$ cat src/rtl/common_bus_sel_ctrl.sv
// common_bus_sel_ctrl
// Common-bus source selector for the Mano datapath. A one-hot select from the
// control unit picks one of NSRC sources onto the shared bus, which is
// registered. Source 0 is the constant-zero source. The memory source may stall
// the transfer until mem_rdy_i arrives, bounded by a timeout. Multi-hot selects
// and memory timeouts raise sticky error flags that err_clr_i clears.
module common_bus_sel_ctrl #(
  parameter int WIDTH   = 16,
  parameter int NSRC    = 8,
  parameter int MEM_IDX = 7,
  parameter int TIMEOUT = 15,
  localparam int SW     = (NSRC > 1) ? $clog2(NSRC) : 1,
  localparam int CW     = $clog2(TIMEOUT + 1)
) (
  input  logic                  clk_i,
  input  logic                  rst_ni,
  input  logic [NSRC*WIDTH-1:0] src_data_i,
  input  logic [NSRC-1:0]       sel_i,
  input  logic                  hold_i,
  input  logic                  mem_rdy_i,
  input  logic                  err_clr_i,
  output logic [WIDTH-1:0]      bus_o,
  output logic                  bus_vld_o,
  output logic [SW-1:0]         bus_src_o,
  output logic                  busy_o,
  output logic                  sel_err_o,
  output logic                  mem_to_o
);

  typedef enum logic [0:0] {
    IDLE     = 1'b0,
    WAIT_MEM = 1'b1
  } stateT;

  stateT           state_q, state_d;
  logic [WIDTH-1:0] bus_q, bus_d;
  logic            busVld_q, busVld_d;
  logic [SW-1:0]   busSrc_q, busSrc_d;
  logic            selErr_q, selErr_d;
  logic            memTo_q, memTo_d;
  logic [CW-1:0]   waitCnt_q, waitCnt_d;

  logic [WIDTH-1:0] selData;
  logic [WIDTH-1:0] memData;
  logic [SW-1:0]    selIdx;
  logic             selNone;
  logic             selMulti;
  logic             selMem;
  logic             waitExpired;
  logic             unusedSrc0;

  // Slice 0 is the hard-wired zero source, so its input bits are never looked at.
  assign unusedSrc0 = ^src_data_i[WIDTH-1:0];

  assign memData     = src_data_i[MEM_IDX*WIDTH +: WIDTH];
  assign selNone     = (sel_i == '0);
  assign selMulti    = |(sel_i & (sel_i - NSRC'(1)));
  assign selMem      = sel_i[MEM_IDX];
  assign waitExpired = (waitCnt_q == CW'(TIMEOUT - 1));

  // Mux the one-hot selected source onto a data word and encode its index; source 0 yields zero.
  always_comb begin
    selData = '0;
    selIdx  = '0;
    for (int i = 1; i < NSRC; i++) begin
      if (sel_i[i]) begin
        selData = src_data_i[i*WIDTH +: WIDTH];
        selIdx  = SW'(i);
      end
    end
  end

  // Next-state logic: decode the select in IDLE, wait for memory or time out in WAIT_MEM.
  always_comb begin
    state_d   = state_q;
    bus_d     = bus_q;
    busVld_d  = busVld_q;
    busSrc_d  = busSrc_q;
    selErr_d  = selErr_q;
    memTo_d   = memTo_q;
    waitCnt_d = waitCnt_q;

    if (err_clr_i) begin
      selErr_d = 1'b0;
      memTo_d  = 1'b0;
    end

    case (state_q)
      IDLE: begin
        if (!hold_i) begin
          if (selNone) begin
            bus_d    = '0;
            busVld_d = 1'b0;
          end else if (selMulti) begin
            bus_d    = '0;
            busVld_d = 1'b0;
            selErr_d = 1'b1;
          end else if (selMem) begin
            if (mem_rdy_i) begin
              bus_d    = memData;
              busVld_d = 1'b1;
              busSrc_d = SW'(MEM_IDX);
            end else begin
              state_d   = WAIT_MEM;
              waitCnt_d = '0;
              busVld_d  = 1'b0;
            end
          end else begin
            bus_d    = selData;
            busVld_d = 1'b1;
            busSrc_d = selIdx;
          end
        end
      end

      WAIT_MEM: begin
        if (mem_rdy_i) begin
          bus_d     = memData;
          busVld_d  = 1'b1;
          busSrc_d  = SW'(MEM_IDX);
          state_d   = IDLE;
          waitCnt_d = '0;
        end else if (waitExpired) begin
          bus_d     = '0;
          busVld_d  = 1'b0;
          memTo_d   = 1'b1;
          state_d   = IDLE;
          waitCnt_d = '0;
        end else begin
          waitCnt_d = waitCnt_q + CW'(1);
        end
      end

      default: begin
        state_d   = IDLE;
        waitCnt_d = '0;
      end
    endcase
  end

  // State and output registers; reset aborts any memory wait and clears the flags.
  always_ff @(posedge clk_i or negedge rst_ni) begin
    if (!rst_ni) begin
      state_q   <= IDLE;
      bus_q     <= '0;
      busVld_q  <= 1'b0;
      busSrc_q  <= '0;
      selErr_q  <= 1'b0;
      memTo_q   <= 1'b0;
      waitCnt_q <= '0;
    end else begin
      state_q   <= state_d;
      bus_q     <= bus_d;
      busVld_q  <= busVld_d;
      busSrc_q  <= busSrc_d;
      selErr_q  <= selErr_d;
      memTo_q   <= memTo_d;
      waitCnt_q <= waitCnt_d;
    end
  end

  assign bus_o     = bus_q;
  assign bus_vld_o = busVld_q;
  assign bus_src_o = busSrc_q;
  assign busy_o    = (state_q == WAIT_MEM);
  assign sel_err_o = selErr_q;
  assign mem_to_o  = memTo_q;

endmodule

$ cat config.mk
export PLATFORM = sky130hd
export DESIGN_NAME = common_bus_sel_ctrl
export DESIGN_NICKNAME = d
export VERILOG_FILES = /design/src/rtl/common_bus_sel_ctrl.sv
export SDC_FILE = /design/constraint.sdc
export NUM_CORES = 1
export LEC_CHECK = 0
export BUFFER_PORTS_ARGS = -buffer_cell sky130_fd_sc_hd__buf_4
export CAP_MARGIN = 15
export CORE_MARGIN = 5
export CORE_UTILIZATION = 42
export DETAILED_ROUTE_END_ITERATION = 12
export PLACE_DENSITY = 0.82
export SYNTH_ARGS = -nofsm -noshare
export SYNTH_HDL_FRONTEND = slang
export SYNTH_SLANG_ARGS = --single-unit
export TNS_END_PERCENT = 30
$ cat constraint.sdc
create_clock -name clk_i -period 2.3 [get_ports clk_i]
set_input_delay 0.115 -clock clk_i [delete_from_list [all_inputs] [get_ports clk_i]]
set_output_delay 0.115 -clock clk_i [all_outputs]
set_load 0.02 [all_outputs]
=== After elaboration in Yosys (flattened, before gate mapping) ===
Cells that the tools add are included.

* Bitwise gates (word level): 2
* Muxes and demuxes: 59
* Add/subtract/negate cells: 2
* Reduce and logical (&&, ||, !) cells: 6
* Equality and inequality tests: 8

{| class="wikitable"
|+ Operators by type and width
! operator !! count
|-
| 16-bit two-way mux || 13
|-
| 16-bit case mux with 2 select lines || 1
|-
| 4-bit two-way mux || 7
|-
| 3-bit two-way mux || 9
|-
| 1-bit two-way mux || 24
|-
| 2-bit inequality test, second input constant || 5
|-
| 8-bit bitwise AND || 1
|-
| 8-bit zero test || 1
|-
| 4-bit case mux with 2 select lines || 1
|-
| 8-bit OR reduction || 1
|-
| 8-bit by 1-bit subtractor with 8-bit output, second input constant || 1
|-
| 3-bit case mux with 2 select lines || 1
|-
| 3-bit AND reduction || 2
|-
| 5-bit inequality test, second input constant || 1
|-
| 5-bit AND reduction || 1
|-
| 4-bit by 1-bit adder with 4-bit output, second input constant || 1
|-
| 4-bit equality test, second input constant || 1
|-
| 1-bit case mux with 2 select lines || 2
|-
| 3-bit by 2-bit inequality test with 1-bit output, second input constant || 1
|-
| 2-bit two-way mux || 1
|-
| 2-bit AND reduction || 1
|-
| 1-bit NOT || 1
|}

* Register bits after elaboration: 27
* Input port bits: 141

=== Depth between registers and ports, before layout ===
Gate-level depths: netlist of the first run.

* Depth in word-level cells: 11
* Mapped depth: 9

=== Least setup slack after synthesis of the first run ===
No wires, ideal clock.

* Path type: reg2reg
* Start: register waitCnt_q[0]
* End: register bus_q[0], in the netlist bus_o[0]
* Arrival: 1.669 ns
* Cell stages (with the launch flop): 10
* Setup slack: 0.549 ns
* Cell sequence: dfrtp_1 -> inv_1 -> ha_1 -> nand3_1 -> nand2_1 -> o21ai_0 -> nor2_2 -> buf_6 -> nor2_1 -> a31oi_1

* Cells in the longest elaborated chain, start to end: 3

{| class="wikitable"
|+ Ends and longest elaborated chain
! element !! line !! text
|-
| start: declaration || 41 || <nowiki>logic [CW-1:0] waitCnt_q, waitCnt_d;</nowiki>
|-
| start signal: assignment || 158 || <nowiki>waitCnt_q <= waitCnt_d;</nowiki>
|-
| 4-bit equality test || 59 || <nowiki>assign waitExpired = (waitCnt_q == CW'(TIMEOUT - 1));</nowiki>
|-
| 3-bit by 2-bit inequality test with 1-bit output (no line) || -- ||
|-
| 3-bit AND reduction (no line) || -- ||
|-
| end signal: assignment || 153 || <nowiki>bus_q <= bus_d;</nowiki>
|-
| end: declaration || 36 || <nowiki>logic [WIDTH-1:0] bus_q, bus_d;</nowiki>
|}

Every way passes these cells.
A chain may end at the register's enable or synchronous reset.

=== Worst setup path after layout of the first run ===
* Start: register waitCnt_q[0]
* End: register bus_q[7], in the netlist bus_o[7]

The elaborated chain is that of the path after synthesis.

==> metrics.yaml, run 1 <==
yosysUniqueCellTypes: 43
synthArstFlopShare_pct: 100
hold_path.class: "primary input to register"
drt-initial-drc-count: 227
synth-simple-area-share_pct: 19.9
cp_slowest_stage_delay_ns: 0.50
synth_flop_cell: "dfrtp_1"
synth.avg_cell_area_sq_um: 7.94
slew_headroom_pct: 61.4
clock_latency_ns: 0.28
tightest_slew_ns: 0.578
hold_path_end: "mem_to_o"
cts_root_buffer: "clkbuf_8"
gp_congestion: 0.952
synth_xor_area_share_pct: 0
max_freq_mhz: 525
grt_usage_pct: 24.5
p_clk_share_pct: 19.7
via_count: 2924
sw_frac_of_total_pct: 32.8
drt-total-wl_um: 9100
synth_area_leaders: "dfrtp_1 (29%), o221ai_1 (7.9%), nand2_1 (6.3%), a221oi_1 (5.3%), nand2b_1 (4.6%)"
startpoint_type: "register"
synth-warning-count: 0
p_int_mw: 0.931
synth_compound_area_share_pct: 43.2
grt_first_pass_wirelength_um: 14300
cts_tree: "yes"
p_per_area_nw_per_um2: 391
hold_violations: 0
rsz0062_at_grt: "false"
grt_max_degree: 32
die_w_um: 84.3
dp_hpwl_um: 7260
p_leak_nw: 1.59
viasPerCell: 5.81
die_area_sq_um: 7110
clkTransAtPathRegs_ns: 0.09
port-buffer-count: 147
hold_depth: 2
instances_no_fill: 503
pin_count: 164
routedWlPerCell_um: 18.1
drt.antenna.violating_nets: 0
initial_utilization_pct: 42.6
clock-skew-final_ns: 0.00364
seq_area_frac_synth_pct: 29.1
cp.arrival_ns: 2.11
syn_nets: 435
outcome: "finished clean"
dp_cells: 498
p_seq_share_pct: 39.7
yosysMostFrequentCell: "nand2_1"
drc_errors: 0
hold_path.startpoint: "err_clr_i"
synth_edf_count: 0
fillers: 475
vdd_drop_max_mv: 0.317
worstReg2RegStart: "waitCnt_q[0]"
multi_input_area_sq_um: 1500
cp_cell_sequence: "inv_1, ha_1, nand3_1, nand2_1, o21ai_0, nor2_4, nor2_1, a31oi_1"
setup_viol: 0
end_kind: "register"
num_rows: 27
critPathKind: "register to register"
core_area_sq_um: 5440
synth_fa_ha_area_share_pct: 1.08
post-route-period-util_pct: 82.9
synth_mux_area_share_pct: 0.486
first_pass_iters: 4
pwr-share-comb_pct: 40.6
hold_slack_ns: 0.0329
synth.top_cell.area_share_pct: 29.1
max-cap-violations: 0
required_ns: 2.51
yosysTopAreaCell: "dfrtp_1"
grt_pass1_vias: 2761
fin_util_pct: 65.2
antenna_found_initial: 0
htreeDepth: 1
p_sw_mw: 0.454
worstRegToRegCells: 8
seqCellArea_sq_um: 676
synth_top_family_by_area: "compound AO/OA/AOI/OAI gates"
reg2reg_slack_ns: 0.39
syn2layout_area_growth_pct: 52.9
drive_above_1_share_pct: 39.2
post_cts_buffers: 0
synthTopCellsByCount: "nand2_1 (39), dfrtp_1 (27), nor2_1 (23)"
grt-ovfl-total: 0
drv_slew: 0
die_h_um: 84.3
cts.sinks: 27
period_minus_slack_ns: 1.91
cts.path.max_buffers: 2
synth-seq-cells: 27
cpMaxStageDelayCell: "nor2_4"
cts_buffers: 3
synthCells: 292
nets: 575
reg2reg_to: "bus_o[7]"
tns_ns: 0
fin_ws_ns: 0.394
crit_fanout: 28
place_ws_ns: 0.116
syn_area_sq_um: 2320
antennaDiodeCount: 0
==> placed cells by master, fill, tap and decap left out, types with 2 or more instances in the layout <==
| master | n |
|---|---|
| nor2b_1 | 4 |
| o22a_1 | 3 |
| buf_4 | 159 |
| inv_1 | 6 |
| a21oi_1 | 15 |
| a21o_1 | 2 |
| nand3_1 | 4 |
| o211ai_1 | 10 |
| o22ai_1 | 5 |
| nor2_1 | 23 |
| o31ai_1 | 5 |
| and2_1 | 2 |
| a211oi_1 | 3 |
| a31oi_1 | 11 |
| o41ai_1 | 2 |
| a221oi_1 | 14 |
| nand2b_1 | 17 |
| a22oi_1 | 13 |
| and4_1 | 2 |
| nand2_1 | 39 |
| a221o_1 | 2 |
| a32o_1 | 4 |
| o21ai_0 | 17 |
| dfrtp_1 | 27 |
| o221ai_1 | 21 |
| ha_1 | 2 |
| clkbuf_8 | 3 |
==> critical path: cells and delay by family, from the launching register on <==
| kind | cells | cell delay (ns) |
|---|---|---|
| buf+inv | 1 | 0.08 |
| simple gates | 4 | 0.82 |
| fa+ha+maj | 1 | 0.16 |
| compound gates | 2 | 0.33 |
| flops | 1 | 0.45 |
==> state kept, by name (all words and copies together), names as in the netlist <==
name	count
sel_err_o	1
mem_to_o	1
waitCnt_q	4
bus_src_o	3
bus_vld_o	1
bus_o	16
busy_o	1
==> worst max-delay path by stage <==
stage | startpoint | to | slack [ns]
6_report | waitCnt_q[0] | bus_o[7] | 0.39
2_1_floorplan | waitCnt_q[0] | bus_o[0] | 0.55
3_5_place_dp | waitCnt_q[0] | bus_o[6] | 0.12
3_3_place_gp | sel_i[2] | bus_o[3] | 0.20
4_1_cts | waitCnt_q[0] | bus_o[6] | 0.10
5_1_grt | waitCnt_q[0] | bus_o[4] | 0.14
==> what timing repair did <==
action                                 4_1_cts  5_1_grt
gates resized for setup                      0        1
setup endpoints to repair                    0       16
endpoints found under the hold margin       27        0
hold buffers                                 1        0
==> power by group through the flow <==
stage / Sequential, mW / Clock, mW / Combinational, mW
final: 0.550 / 0.272 / 0.562
after global routing: 0.555 / 0.301 / 0.610
after CTS: 0.550 / 0.279 / 0.562
after detailed placement: 0.560 / 0 / 0.559
after global placement: 0.557 / 0 / 0.549
after floorplan: 0.600 / 0 / 0.207
==> logic make-up (layout without fill, tap and decap cells) <==
logic type                 after synthesis  in the layout
AOI/OAI and AO/OA                      134            134
and+or+nand+nor                         96             96
buffers and inverters                   32            171
DFF                                     27             27
adders and majority gates                2              2
muxes                                    1              1
==> stage by stage <==
step	area [sq um]	power, mW
after global routing	3540	1.47
final	3540	1.39
after global placement	3480	1.11
after detailed placement	3480	1.12
after floorplan	2320	0.807
after CTS	3540	1.39
==> per-layer routing <==
layer	vias up	share of wire, %	global-route usage (%)
met1	1372	43	33.9
li1	1425	-	-
met5	-	0	0
met2	114	49	39.7
met4	0	2.3	7.89
met3	13	6.0	3.04
==> area by class of cell <==
| class | instances | area share (%) |
|---|---|---|
| multi-input cells | 233 | 42.4 |
| inverters | 7 | 0.741 |
| clock buffers | 4 | 1.27 |
| repair buffers | 160 | 34.0 |
| flip-flops and latches | 27 | 19.1 |
| well taps | 72 | 2.54 |
(Power assumes the default switching activity.)
==> run 2, diff against run 1 <==
clock period = 1.9 ns   (was 2.3 ns; I/O delays follow)
==> run 2 against run 1 <==
Net effect: sequential cell count stayed put; die area stayed put; non-clock buffer count is 13 higher; core utilization is 2.5 points higher; cell count is 2.8% higher; critical path type unchanged; largest power group unchanged; highest routed layer unchanged.
==> metrics.yaml, run 2 (synthesis results as in run 1) <==
routedWlPerCell_um: 18.7  # was 18.1 um
gp_congestion: 0.933  # was 0.952
num_rows: 27  # unchanged
hold_path.class: "primary input to register"  # unchanged
syn2layout_area_growth_pct: 58.8  # was 52.9%
p_leak_nw: 1.67  # was 1.59 nW
die_area_sq_um: 7110  # unchanged
nets: 589  # was 575
fin_ws_ns: 0.187  # was 0.394 ns
reg2reg_slack_ns: 0.19  # was 0.39 ns
p_clk_share_pct: 19.9  # was 19.7%
die_h_um: 84.3  # unchanged
p_total_mw: 1.74  # was 1.39 mW
end_kind: "register"  # unchanged
period_minus_slack_ns: 1.71  # was 1.91 ns
cp.arrival_ns: 1.92  # was 2.11 ns
grt_first_pass_wirelength_um: 15000  # was 14,300 um
fin_util_pct: 67.7  # was 65.2%
p_seq_share_pct: 38.4  # was 39.7%
largest_register_ffs: 16  # unchanged
initial_utilization_pct: 42.6  # unchanged
pwr-share-comb_pct: 41.7  # was 40.6%
p_int_mw: 1.15  # was 0.931 mW
via_count: 3137  # was 2,924
cts_tree: "yes"  # unchanged
outcome: "finished clean"  # unchanged
startpoint_type: "register"  # unchanged
drt-total-wl_um: 9670  # was 9100 um
drt.antenna.violating_nets: 0  # unchanged
drv_slew: 0  # unchanged
clock_latency_ns: 0.28  # about the same
critPathKind: "register to register"  # unchanged
grt_max_degree: 28  # was 32
rsz0062_at_grt: "false"  # unchanged
max_freq_mhz: 584  # was 525 MHz
max-cap-violations: 0  # unchanged
cp_cell_sequence: "inv_1, ha_1, nand3_1, nand2_1, o21ai_2, nor2_4, nand2_1, o21ai_0"  # was inv_1, ha_1, nand3_1, nand2_1, o21ai_0, nor2_4, nor2_1, a31oi_1
final_common_cell: "buf_4"  # unchanged
slew_headroom_pct: 71.4  # was 61.4%
fillers: 477  # was 475
first_pass_iters: 5  # was 4
p_sw_mw: 0.588  # was 0.454 mW
grt_pass1_vias: 2991  # was 2,761
dp_hpwl_um: 7460  # was 7260 um
worstRegToRegCells: 8  # unchanged
clkTransAtPathRegs_ns: 0.10  # was 0.09 ns
cp_slowest_stage_delay_ns: 0.39  # was 0.50 ns
crit_fanout: 14  # was 28
grt_usage_pct: 25.5  # was 24.5%
port-buffer-count: 147  # unchanged
cpMaxStageDelayCell: "dfrtp_1"  # was nor2_4
required_ns: 2.11  # was 2.51 ns
crit_start: "waitCnt_q[0]"  # unchanged
die_w_um: 84.3  # unchanged
hold_violations: 0  # unchanged
hold_slack_ns: 0.0362  # was 0.0329 ns
setup_viol: 0  # unchanged
htreeDepth: 1  # unchanged
drt-initial-drc-count: 321  # was 227
viasPerCell: 6.07  # was 5.81
reg2reg_to: "bus_o[11]"  # was bus_o[7]
core_area_sq_um: 5440  # unchanged
most-common-layout-cells: "buf_4 (170), nand2_1 (39), dfrtp_1 (27)"  # was buf_4 (159), nand2_1 (39), dfrtp_1 (27)
crit_path_frequent_cell: "nand2_1"
antenna_found_initial: 0  # unchanged
cts.path.max_buffers: 2  # unchanged
p_per_area_nw_per_um2: 472  # was 391 nW/um^2
drive_above_1_share_pct: 41.6  # was 39.2%
antennaDiodeCount: 0  # unchanged
sw_frac_of_total_pct: 33.9  # was 32.8%
place_ws_ns: -0.332  # was 0.116 ns
post-route-period-util_pct: 90.1  # was 82.9%
timing.critical_path.to: "bus_o[11]"  # was bus_o[7]
drc_errors: 0  # unchanged
cts.sinks: 27  # unchanged
worstReg2RegStart: "waitCnt_q[0]"  # unchanged
cts_buffers: 3  # unchanged
tightest_slew_ns: 0.427  # was 0.578 ns
pin_count: 164  # unchanged
vdd_drop_max_mv: 0.264  # was 0.317 mV
clock-skew-final_ns: 0.00612  # was 0.00364 ns
cts_root_buffer: "clkbuf_8"  # unchanged
grt-ovfl-total: 0  # unchanged
-- run 2: worst min path at each step --
stage | slack (ns) | from | cells past startpoint | endpoint
after detailed placement | 0.02 | rst_ni | 1 | bus_o[12]
after global placement | 0.02 | rst_ni | 1 | bus_o[6]
after global routing | 0.03 | hold_i | 2 | sel_err_o
after CTS | 0.02 | hold_i | 2 | sel_err_o
after floorplan | -0.20 | rst_ni | 0 | bus_o[0]
final | 0.04 | hold_i | 2 | sel_err_o
-- run 2: stage by stage --
step | cells | TNS (ns) | instance area (sq um)
2_1_floorplan | 292 | 0 | 2320
3_3_place_gp | 507 | -1.40 | 3550
3_5_place_dp | 507 | -3.86 | 3550
4_1_cts | 516 | 0 | 3660
5_1_grt | 517 | 0 | 3680
6_report | 517 | 0 | 3680
-- run 2: area by class of cell --
cell class	instances	area [sq um]	share of cell area, %
timing repair buffer	173	1320	35.8
inverter	7	26.3	0.714
multi-input combinational	234	1530	41.5
clock buffer	3	41.3	1.12
sequential	27	676	18.4
tap	72	90.1	2.45
clock inverter	1	5.00	0.136
-- run 2: per-layer routing --
metal / GRT usage (%) / up-vias / share of wire (%)
met5: 0 / - / 0
met4: 7.60 / 0 / 2.3
met3: 2.55 / 24 / 6.6
met2: 42.7 / 168 / 49
met1: 34.7 / 1491 / 42
li1: - / 1454 / -
-- run 2: power groups by stage --
| stage | clock network (mW) | logic [mW] | registers [mW] |
|---|---|---|---|
| floorplan | 0 | 0.251 | 0.726 |
| global placement | 0 | 0.684 | 0.674 |
| detailed placement | 0 | 0.698 | 0.677 |
| CTS | 0.342 | 0.717 | 0.665 |
| global route | 0.367 | 0.779 | 0.672 |
| finish | 0.345 | 0.724 | 0.667 |
-- run 2: worst max-delay path: cells and delay by family (launching register included) --
kind                       cells  cell delay [ns]
AOI/OAI and AO/OA              2             0.31
and+or+nand+nor                4             0.70
DFF                            1             0.39
buffers and inverters          1             0.07
adders and majority gates      1             0.17
-- run 2: what timing repair did --
item | 4_1_cts | 5_1_grt
pin swaps | 2 | 1
buffers inserted | 2 | 1
endpoints found under the hold margin | 28 | 0
gates cloned | 1 | 0
hold buffers | 2 | 0
setup endpoints to repair | 16 | 15
resized for setup | 3 | 2
==> run 3, diff against run 2 <==
clock period = 2 ns   (was 1.9 ns; I/O delays follow)
==> run 3 against run 2 <==
Net effect: routed wire length decreased by 2.1%; register-to-register slack improved by 0.02 ns; via count decreased by 1.8%; cell count shrank 0.58%; clock power is 9.9% lower; worst hold slack worse by 0.021 ns; core utilization decreased by 0.44 points; clock skew down 0.0049 ns; sequential power decreased by 5.4%; sequential share of layout area rose by 0.12 points; die area unchanged.
==> metrics.yaml, run 3 (synthesis results as in run 1) <==
p_leak_nw: 1.65  # was 1.67 nW
outcome: "finished clean"  # unchanged
cts.sinks: 27  # unchanged
p_total_mw: 1.63  # was 1.74 mW
initial_utilization_pct: 42.6  # unchanged
drt.antenna.violating_nets: 0  # unchanged
reg2reg_slack_ns: 0.21  # was 0.19 ns
hold_path.class: "primary input to register"  # unchanged
instances_no_fill: 514  # was 517
routedWlPerCell_um: 18.4  # was 18.7 um
cts_root_buffer: "clkbuf_8"  # unchanged
syn2layout_area_growth_pct: 57.7  # was 58.8%
tightest_slew_ns: 0.542  # was 0.427 ns
drc_errors: 0  # unchanged
num_rows: 27  # unchanged
final_area_sq_um: 3660  # was 3680 sq um
antennaDiodeCount: 0  # unchanged
tns_ns: 0  # unchanged
grt_pass1_vias: 2912  # was 2,991
timing.critical_path.to: "bus_o[3]"  # was bus_o[11]
first_pass_iters: 5  # unchanged
worstReg2RegStart: "waitCnt_q[0]"  # unchanged
die_h_um: 84.3  # unchanged
fillers: 452  # was 477
final_common_cell: "buf_4"  # unchanged
max-cap-violations: 0  # unchanged
via_count: 3081  # was 3,137
clkTransAtPathRegs_ns: 0.09  # was 0.10 ns
drt-total-wl_um: 9470  # was 9670 um
period_minus_slack_ns: 1.82
post-route-period-util_pct: 91.2
crit_fanout: 14  # unchanged
grt-ovfl-total: 0  # unchanged
grt_usage_pct: 24.2  # was 25.5%
worstRegToRegCells: 9  # was 8
reg2reg_to: "bus_o[3]"  # was bus_o[11]
drive_above_1_share_pct: 41.0  # was 41.6%
seqCellArea_sq_um: 676  # unchanged
port-buffer-count: 147  # unchanged
startpoint_type: "primary input"  # was register
clock_latency_ns: 0.27  # was 0.28 ns
setup_viol: 0  # unchanged
vdd_drop_max_mv: 0.268  # was 0.264 mV
pin_count: 164  # unchanged
cts.path.max_buffers: 2  # unchanged
clock-skew-final_ns: 0.00125  # was 0.00612 ns
grt_max_degree: 29  # was 28
die_w_um: 84.3  # unchanged
slew_headroom_pct: 63.6  # was 71.4%
crit_start: "sel_i[1]"  # was waitCnt_q[0]
fin_util_pct: 67.2  # was 67.7%
place_ws_ns: -0.212  # was -0.332 ns
core_area_sq_um: 5440  # unchanged
drt-initial-drc-count: 232  # was 321
max_freq_mhz: 548
cts_buffers: 3  # unchanged
hold_slack_ns: 0.0152  # was 0.0362 ns
cp.arrival_ns: 1.97  # was 1.92 ns
gp_congestion: 0.921  # was 0.933
antenna_found_initial: 0  # unchanged
p_per_area_nw_per_um2: 446  # was 472 nW/um^2
critPathKind: "primary input to register"  # was register to register
dp_hpwl_um: 7380  # was 7460 um
largest_register_ffs: 16  # unchanged
drv_slew: 0  # unchanged
dp_cells: 506  # was 507
placedInstanceArea_sq_um: 3540  # was 3550 sq um
viasPerCell: 5.99  # was 6.07
nets: 586  # was 589
cts_tree: "yes"  # unchanged
grt_first_pass_wirelength_um: 14300  # was 15,000 um
htreeDepth: 1  # unchanged
rsz0062_at_grt: "false"  # unchanged
die_area_sq_um: 7110  # unchanged
end_kind: "register"  # unchanged
fin_ws_ns: 0.176  # was 0.187 ns
required_ns: 2.15  # was 2.11 ns
most-common-layout-cells: "buf_4 (167), nand2_1 (39), dfrtp_1 (27)"  # was buf_4 (170), nand2_1 (39), dfrtp_1 (27)
hold_violations: 0  # unchanged
multi_input_area_sq_um: 1520  # was 1530 sq um
[run 3: cell count changes in the layout (fill, tap and decap cells not counted)]
cell / before / now
buf_4: 170 / 167
buf_12: 1 / 2
dlygate4sd3_1: 2 / 1
o21ai_1: 0 / 1
o21ai_2: 1 / 0
o41ai_1: 1 / 2
o41ai_2: 1 / 0
[run 3: layer usage]
metal,share of wire [%],up-vias,GRT usage [%]
li1,-,1445,-
met1,41,1457,33.4
met2,49,159,39.3
met3,7.5,20,2.75
met4,2.4,0,7.75
met5,0,-,0
[run 3: worst min-delay path by stage]
stage / startpoint / to / depth (start not counted)
final: err_clr_i / mem_to_o / 2
after global routing: err_clr_i / mem_to_o / 2
after CTS: err_clr_i / mem_to_o / 2
after detailed placement: rst_ni / bus_o[12] / 1
after global placement: rst_ni / bus_o[12] / 1
after floorplan: rst_ni / bus_o[0] / 0
[run 3: report_power, final]
part / internal (mW) / switching [mW]
Clock: 0.140 / 0.172
Combinational: 0.355 / 0.332
Sequential: 0.594 / 0.0368
[run 3: area by class of cell]
type                       instances  share of cell area (%)
inverter                           7                   0.718
multi-input combinational        234                    41.4
tap                               72                    2.46
timing repair buffer             170                    35.6
sequential                        27                    18.5
clock buffer                       3                    1.13
clock inverter                     1                   0.137
[run 3: timing repair]
item,CTS,global route
endpoints found under the hold margin,27,0
setup endpoints to repair,16,16
resized for setup,1,2
cloned,0,1
hold buffers,1,0
pin swaps,0,2
setup buffers,0,2
[run 3: critical path, stage by stage]
cell and delay [ns]:
buf_4 0.14, o41ai_1 0.49, nand2_1 0.21, a2111oi_4 0.57
nor2_4 0.07, buf_12 0.17, nor2_1 0.15, a31oi_1 0.07
